### src/rtl/filter_window_gen.sv
// Streaming 3x3 window generator: two line buffers plus a 3x3 shift window,
// emitting a registered 72-bit window for every interior pixel of a raster frame.
module filter_window_gen #(
    parameter int WIDTH  = 64,
    parameter int HEIGHT = 64
) (
    input  logic        clk,
    input  logic        rst,
    input  logic [7:0]  pixel_in,
    input  logic        pixel_valid,
    input  logic        frame_start,
    output logic [71:0] window_out,
    output logic        window_valid,
    output logic        frame_done
);

    localparam int CW = (WIDTH  > 1) ? $clog2(WIDTH)  : 1;
    localparam int RW = (HEIGHT > 1) ? $clog2(HEIGHT) : 1;

    logic [CW-1:0] col_q, col_d, col_cur;
    logic [RW-1:0] row_q, row_d, row_cur;
    logic          last_col, last_row;

    logic [7:0]    lb0_mem [WIDTH];
    logic [7:0]    lb1_mem [WIDTH];
    logic [7:0]    top_pix, mid_pix;
    logic [7:0]    new_col [3];

    logic [71:0]   win_q, win_d;
    logic [71:0]   window_out_q;
    logic          window_valid_q, window_valid_d;
    logic          frame_done_q, frame_done_d;

    // frame_start overrides the counters for the pixel it accompanies
    always_comb begin
        col_cur = frame_start ? '0 : col_q;
        row_cur = frame_start ? '0 : row_q;
    end

    assign last_col = (col_cur == CW'(WIDTH - 1));
    assign last_row = (row_cur == RW'(HEIGHT - 1));

    // Same-cycle read of the old contents; the write lands at the clock edge
    assign top_pix    = lb1_mem[col_cur];
    assign mid_pix    = lb0_mem[col_cur];
    assign new_col[0] = top_pix;
    assign new_col[1] = mid_pix;
    assign new_col[2] = pixel_in;

    generate
        for (genvar gi = 0; gi < 3; gi++) begin : g_row
            assign win_d[gi*24 +  0 +: 8] = win_q[gi*24 +  8 +: 8];
            assign win_d[gi*24 +  8 +: 8] = win_q[gi*24 + 16 +: 8];
            assign win_d[gi*24 + 16 +: 8] = new_col[gi];
        end
    endgenerate

    always_comb begin
        col_d          = col_q;
        row_d          = row_q;
        window_valid_d = 1'b0;
        frame_done_d   = 1'b0;
        if (pixel_valid) begin
            window_valid_d = (row_cur >= RW'(2)) && (col_cur >= CW'(2));
            frame_done_d   = last_col && last_row;
            if (last_col) begin
                col_d = '0;
                row_d = last_row ? '0 : row_cur + RW'(1);
            end else begin
                col_d = col_cur + CW'(1);
                row_d = row_cur;
            end
        end
    end

    always_ff @(posedge clk) begin
        if (rst) begin
            col_q          <= '0;
            row_q          <= '0;
            win_q          <= '0;
            window_out_q   <= '0;
            window_valid_q <= 1'b0;
            frame_done_q   <= 1'b0;
        end else begin
            col_q          <= col_d;
            row_q          <= row_d;
            window_valid_q <= window_valid_d;
            frame_done_q   <= frame_done_d;
            if (pixel_valid) begin
                win_q <= win_d;
            end
            if (window_valid_d) begin
                window_out_q <= win_d;
            end
        end
    end

    // Line buffers carry no reset; counters keep stale contents from being flagged
    always_ff @(posedge clk) begin
        if (pixel_valid && !rst) begin
            lb1_mem[col_cur] <= mid_pix;
            lb0_mem[col_cur] <= pixel_in;
        end
    end

    assign window_out   = window_out_q;
    assign window_valid = window_valid_q;
    assign frame_done   = frame_done_q;

endmodule

### config.mk
export PLATFORM = sky130hd
export DESIGN_NAME = filter_window_gen
export DESIGN_NICKNAME = d
export VERILOG_FILES = /design/src/rtl/filter_window_gen.sv
export SDC_FILE = /design/constraint.sdc
export NUM_CORES = 1
export LEC_CHECK = 0
export ABC_AREA = 0
export BUFFER_PORTS_ARGS = -buffer_cell sky130_fd_sc_hd__buf_2
export CAP_MARGIN = 10
export CORE_ASPECT_RATIO = 1.4
export CORE_MARGIN = 1
export CORE_UTILIZATION = 35
export CTS_CLUSTER_SIZE = 30
export DETAILED_ROUTE_END_ITERATION = 7
export SLEW_MARGIN = 30
export SYNTH_ARGS = -nofsm -noshare
export SYNTH_HDL_FRONTEND = slang
export SYNTH_SLANG_ARGS = --single-unit
export TNS_END_PERCENT = 1
### constraint.sdc
create_clock -name clk -period 3.5 [get_ports clk]
set_clock_uncertainty 0.15 [all_clocks]
set_input_delay 0 -clock clk [delete_from_list [all_inputs] [get_ports clk]]
set_output_delay 0 -clock clk [all_outputs]
set_load 0.01 [all_outputs]
; Yosys cells after proc, flatten, opt, wreduce, memory -nomap -nowiden
; Memories as Yosys holds them, arrays and structs flattened.
; Index checks and enable logic that the tools add are counted.
[op_classes]
order_cmp = 2
bitwise_logic = 1
add_sub_neg = 2
muxes = 8
n_eq_ne = 2
reduce_logical = 5
[ops]
columns = cell, count
row1 = two-way mux 6 bit, 5
row2 = "adder 6 x 1 -> 6 bit, second input constant", 2
row3 = "equality test 6 bit, second input constant", 2
row4 = ">= comparator 6 x 2 -> 1 bit, second input constant", 2
row5 = logical AND 1 bit, 3
row6 = two-way mux 1 bit, 3
row7 = OR reduction 2 bit, 1
row8 = logical NOT 1 bit, 1
row9 = NOT 1 bit, 1
[totals]
mem_count = 2
input_bits = 12
ff_bits = 158
word_cells = 28
ram_bits = 1024
out_inout_bits = 74
[mem_list]
columns = name, depth, word_bits, read_ports, rd_clocked_by_memory_dff, wr, line
row1 = lb0_mem, 64, 8, 1, 0, 1, 24  ; logic [7:0] lb0_mem [WIDTH];
row2 = lb1_mem, 64, 8, 1, 0, 1, 25  ; logic [7:0] lb1_mem [WIDTH];

; Logic depth before layout (Yosys ltp)
[logic_depth]
depth_word = 4
mapped_depth = 15
ltp_nobuf = 9

; Worst setup path before layout
; No wires, ideal clock.
[synth_path]
path_kind = flip-flop to flip-flop
start = register col_q[0]
end = memory lb1_mem[0][6], data pin
t_arrival_ns = 2.799
slack_ns = -0.136
required_ns = 2.663
path_stages_with_launch = 10
setup_ns = 0.687
synth_period_minus_slack_ns = 3.636
path_buffers = 4
cell_sequence = dfxtp_1 > buf_6 > buf_6 > buf_6 > buf_6 > mux2_4 > a22oi_1 > o211ai_1 > a2111oi_2 > nand4_1
[synth_between]
elab_chain_cells = 2
[synth_lines]
columns = item, line
row1 = from (decl), 20  ; logic [CW-1:0] col_q, col_d, col_cur;
row2 = from (signal assigned), 85  ; col_q <= col_d;
row3 = two-way mux 6 bit, 36  ; col_cur = frame_start ? '0 : col_q;
row4 = memory read (64 x 8 bit), --
row5 = named net mid_pix[6], 26  ; logic [7:0] top_pix, mid_pix;
row6 = to (decl), 25
; The timed path passes the listed nets, and every way through them passes these cells.

; Final worst setup path
[layout_path]
start = register col_q[0]
end = register window_out_q[42] (netlist: window_out[42])
[layout_between]
word_cells_on_any_way = 5
classes_between = order compare: 1 / mux: 2 / reduce/logical: 1 / memory: 1
[layout_lines]
columns = item, line
row1 = two-way mux 6 bit, 36
row2 = memory read (64 x 8 bit), --
row3 = named net mid_pix[2], 26
row4 = to (signal assigned), 93  ; window_out_q <= win_d;
row5 = to (decl), 30  ; logic [71:0] window_out_q;
; The timed path passes the listed nets, and every way through them passes these cells.
; A chain may end at the register's enable or synchronous reset.

==> results.toml <==
[run_status]
status = "finished, final reports clean"

[floorplanning]
starting_density_of_the_core_pct = 35.3
die_area_um2 = 130000
core_area_um2 = 127000
number_of_top_level_pins = 86
row_count = 155
die_height_um = 426
chipWidth_um = 305

[yosys]
synth_compound_area_share_pct = 9.77
fraction_of_the_mapped_netlist_area_in_adder_cells_pct = 0.0556
post_synth_xor_area_fraction_pct = 0
ys_seq_area_share_pct = 74.3
netlist_top_cells_area = "sky130_fd_sc_hd__edfxtp_1 68%, sky130_fd_sc_hd__mux2i_1 8.0%, sky130_fd_sc_hd__dfxtp_1 6.0%"
fraction_of_synthesis_flops_using_an_asynchronous_set_or_reset_pin_pct = 0
ys.warnings.count = 0
synth_top_family_by_area = "compound AO/OA/AOI/OAI gates"
mean_post_synth_cell_area_um2 = 15.8
synthesis.area_um2 = 45000
postSynthRegisterBits = 1158
synth_edf_count = 1024
ys.flop_type = "sky130_fd_sc_hd__edfxtp_1"
synth_top_cell_by_area = "sky130_fd_sc_hd__edfxtp_1"
synth_simple_gate_area_share_pct = 4.97
syn-num-nets = 2867
ys_types = 76
synth_largest_type_area_fraction_pct = 68.3
yosysMostFrequentCell = "sky130_fd_sc_hd__edfxtp_1"
gate_count_post_synth = 2853
synth.mux.area_fraction_pct = 8.70
netlist_top_cells_count = "1024 x sky130_fd_sc_hd__edfxtp_1, 361 x sky130_fd_sc_hd__mux2i_1, 186 x sky130_fd_sc_hd__nand2_1"

[placement]
place.gp.congestion = 0.980
port-buffer-count = 85
dpl-instance-area_um2 = 49200
hpwl_mm = 83.7

[setup_path]
cp_common_cell = "sky130_fd_sc_hd__buf_12"
path_max_fanout = 34
setup.worst_path.start = "col_q[0]"
critical_path_cell_count = 9
worstReg2RegStart = "col_q[0]"
cells_on_worst_reg2reg_path = 9
cp.buffers_inverters = 4
timing.critical_path.to = "window_out[42]"
worst-setup-path-type = "register to register"
ff2ff_setup_slack_ps = 120
worstSetupEndpointType = "register"
critical_path.slowest_cell = "sky130_fd_sc_hd__or4b_4"
slowest_cell_delay_on_critical_path_ps = 650
crit_path_start_kind = "register"
critical_path.reg2reg.endpoint = "window_out[42]"
path_cells = "buf_4, inv_2, buf_12, a22oi_1, o221ai_1, o211ai_1, or4b_4, buf_12, o21a_1"
worstPathRequired_ps = 3950
critical_path.top_delay_family = "compound AO/OA/AOI/OAI gates"
critPathArrivalTime_ps = 3830

[timing]
finalSetupViolCount = 0
clock.fmax_mhz = 295
worst_pin_slew_ps = 980
final.setup.tns_ps = 0
relSlewSlack_pct = 34.7
finalHoldViolations = 0
period_needed_ps = 3380
timing_max_transition_violations_final = 0
min_period_over_period_pct = 96.7
grt_setup_unrepaired = "false"

[routing]
routed_wire_length_per_instance_um = 27.1
detail_route.vias_per_cell = 5.52
detail_route.drc_violations = 0
detailedRoute.firstPassIterationCount = 8
dr_iter_0_viols = 2834
route.vias.total = 26820
finalWirelength_mm = 132
route.antenna.remaining_nets = 0

[finish]
postLayoutCellArea_um2 = 52500
post-route-util_pct = 41.2
final_net_count = 3139
inserted_diodes = 0
seqCellArea_um2 = 33400
drive_gt1_share_pct = 17.9
num-fill-cells = 11413
multiInputGateArea_um2 = 10600
synthToLayoutAreaGrowth_pct = 16.8

[global_routing]
grt_antenna_before_repair = 4
track_usage_pct = 20.0
grt_remaining_overflow = 0
wire_length_of_the_first_global_routing_pass_mm = 189
grt_pass1_vias = 26294
grt_start_max_net_pins = 67

[cts]
clk_pin_slew_worst_paths_ps = 70
cts_tree = "built"
cts_root_buf = "sky130_fd_sc_hd__clkbuf_16"
insertion_delay_ps = 720
clock_sink_count = 1158
cts-buffers-inserted = 99
cts_max_level = 3
max-clock-path-buffers = 3

[hold_path]
min_path_type = "primary input to register"
timing.hold.worst_path_depth = 5

[power_and_ir_drop]
pwr_density_cell_nw_per_um2 = 526
total_power_mw = 27.6
power.leakage_nw = 17.2
max_vdd_drop_v = 0.000394

[flow_run]
cap_violations = 0
metrics by stage:
stage	cells	worst slack [ps]	hold slack, ps
finish	4857	115	76.4
global route	4857	11.4	75.6
CTS	4857	42.6	0.434
detailed placement	4662	114	253
global placement	4662	97.2	250
floorplan	2853	-90.4	-51.1
flip-flops by register name, indices dropped and copies added (netlist names):
signal        flops
row_q             6
win_q            48
window_out       72
lb0_mem         512
window_valid      1
lb1_mem         512
col_q             6
frame_done        1
layout by cell type, fill, tap and decap left out, types with 10 or more instances in the layout:
| cell type | Yosys | final |
|---|---|---|
| sky130_fd_sc_hd__buf_12 | 0 | 44 |
| sky130_fd_sc_hd__clkbuf_16 | 0 | 102 |
| sky130_fd_sc_hd__nor2b_1 | 18 | 16 |
| sky130_fd_sc_hd__nor3_1 | 24 | 24 |
| sky130_fd_sc_hd__clkinv_1 | 0 | 17 |
| sky130_fd_sc_hd__mux2_2 | 19 | 19 |
| sky130_fd_sc_hd__a21oi_1 | 79 | 79 |
| sky130_fd_sc_hd__a211oi_1 | 108 | 107 |
| sky130_fd_sc_hd__o21ai_0 | 83 | 83 |
| sky130_fd_sc_hd__buf_2 | 65 | 81 |
| sky130_fd_sc_hd__clkbuf_1 | 88 | 12 |
| sky130_fd_sc_hd__o2bb2ai_1 | 38 | 38 |
| sky130_fd_sc_hd__nor2_1 | 154 | 152 |
| sky130_fd_sc_hd__dlygate4sd3_1 | 0 | 10 |
| sky130_fd_sc_hd__edfxtp_1 | 1024 | 1024 |
| sky130_fd_sc_hd__nand2_1 | 186 | 186 |
| sky130_fd_sc_hd__o211ai_1 | 28 | 28 |
| sky130_fd_sc_hd__a22o_1 | 66 | 66 |
| sky130_fd_sc_hd__clkinv_2 | 0 | 20 |
| sky130_fd_sc_hd__buf_4 | 13 | 230 |
| sky130_fd_sc_hd__o22ai_1 | 121 | 120 |
| sky130_fd_sc_hd__mux2i_1 | 361 | 361 |
| sky130_fd_sc_hd__dfxtp_1 | 134 | 131 |
| sky130_fd_sc_hd__nand3b_1 | 12 | 12 |
| sky130_fd_sc_hd__a22oi_1 | 37 | 37 |
| sky130_fd_sc_hd__nand2b_1 | 14 | 14 |
cell families after synthesis:
logic type | after synthesis
AND/OR/NAND/NOR | 475
adder cells (fa/ha/maj) | 2
buffers and inverters | 201
flip-flops | 1158
multiplexers | 387
AO/OA/AOI/OAI | 630
worst min path at each step:
| stage | start | end | slack [ps] |
|---|---|---|---|
| 5_1_grt | frame_start | col_q[5] | 80 |
| 3_5_place_dp | window_valid | window_valid | 250 |
| 4_1_cts | frame_start | col_q[4] | 0.4 |
| 3_3_place_gp | window_valid | window_valid | 250 |
| 2_1_floorplan | pixel_in[0] | lb0_mem[0][0] | -50 |
| 6_report | frame_start | col_q[4] | 80 |
worst reg2reg max path, delay by kind of cell (launching register included):
kind	cells	cell delay, ps
buffers and inverters	4	840
AND/OR/NAND/NOR	1	650
AO/OA/AOI/OAI	4	1200
flip-flops	1	420
layout make-up:
| class | count | area share (%) |
|---|---|---|
| Clock buffer | 120 | 5.10 |
| Clock inverter | 65 | 1.07 |
| Inverter | 7 | 0.0500 |
| Multi-Input combinational cell | 1494 | 20.3 |
| Sequential cell | 1158 | 63.7 |
| Tap cell | 1648 | 3.93 |
| Timing Repair Buffer | 365 | 5.93 |
power breakdown:
group	switching, mW	leakage (nW)	internal (mW)
logic	0.951	5.32	0.501
clock network	5.02	1.58	6.01
registers	0.0317	10.3	15.1
total	6.01	17.2	21.6
layer usage:
layer  vias up  share of wire (%)  GRT usage [%]
met3       313                6.5           3.31
met5         -              0.030              0
met1     13623                 37           23.2
met2      1116                 50           34.8
li1      11762                  -              -
met4         6                6.3           12.1
timing repair:
| action | 4_1_cts | 5_1_grt |
|---|---|---|
| hold buffers | 10 | 0 |
| setup buffers | 0 | 0 |
| endpoints found under the hold margin | 421 | 0 |
| gates resized for setup | 0 | 4 |
| endpoints found under the setup margin | 0 | 83 |
Note: power is estimated with default switching activity, not from simulation.
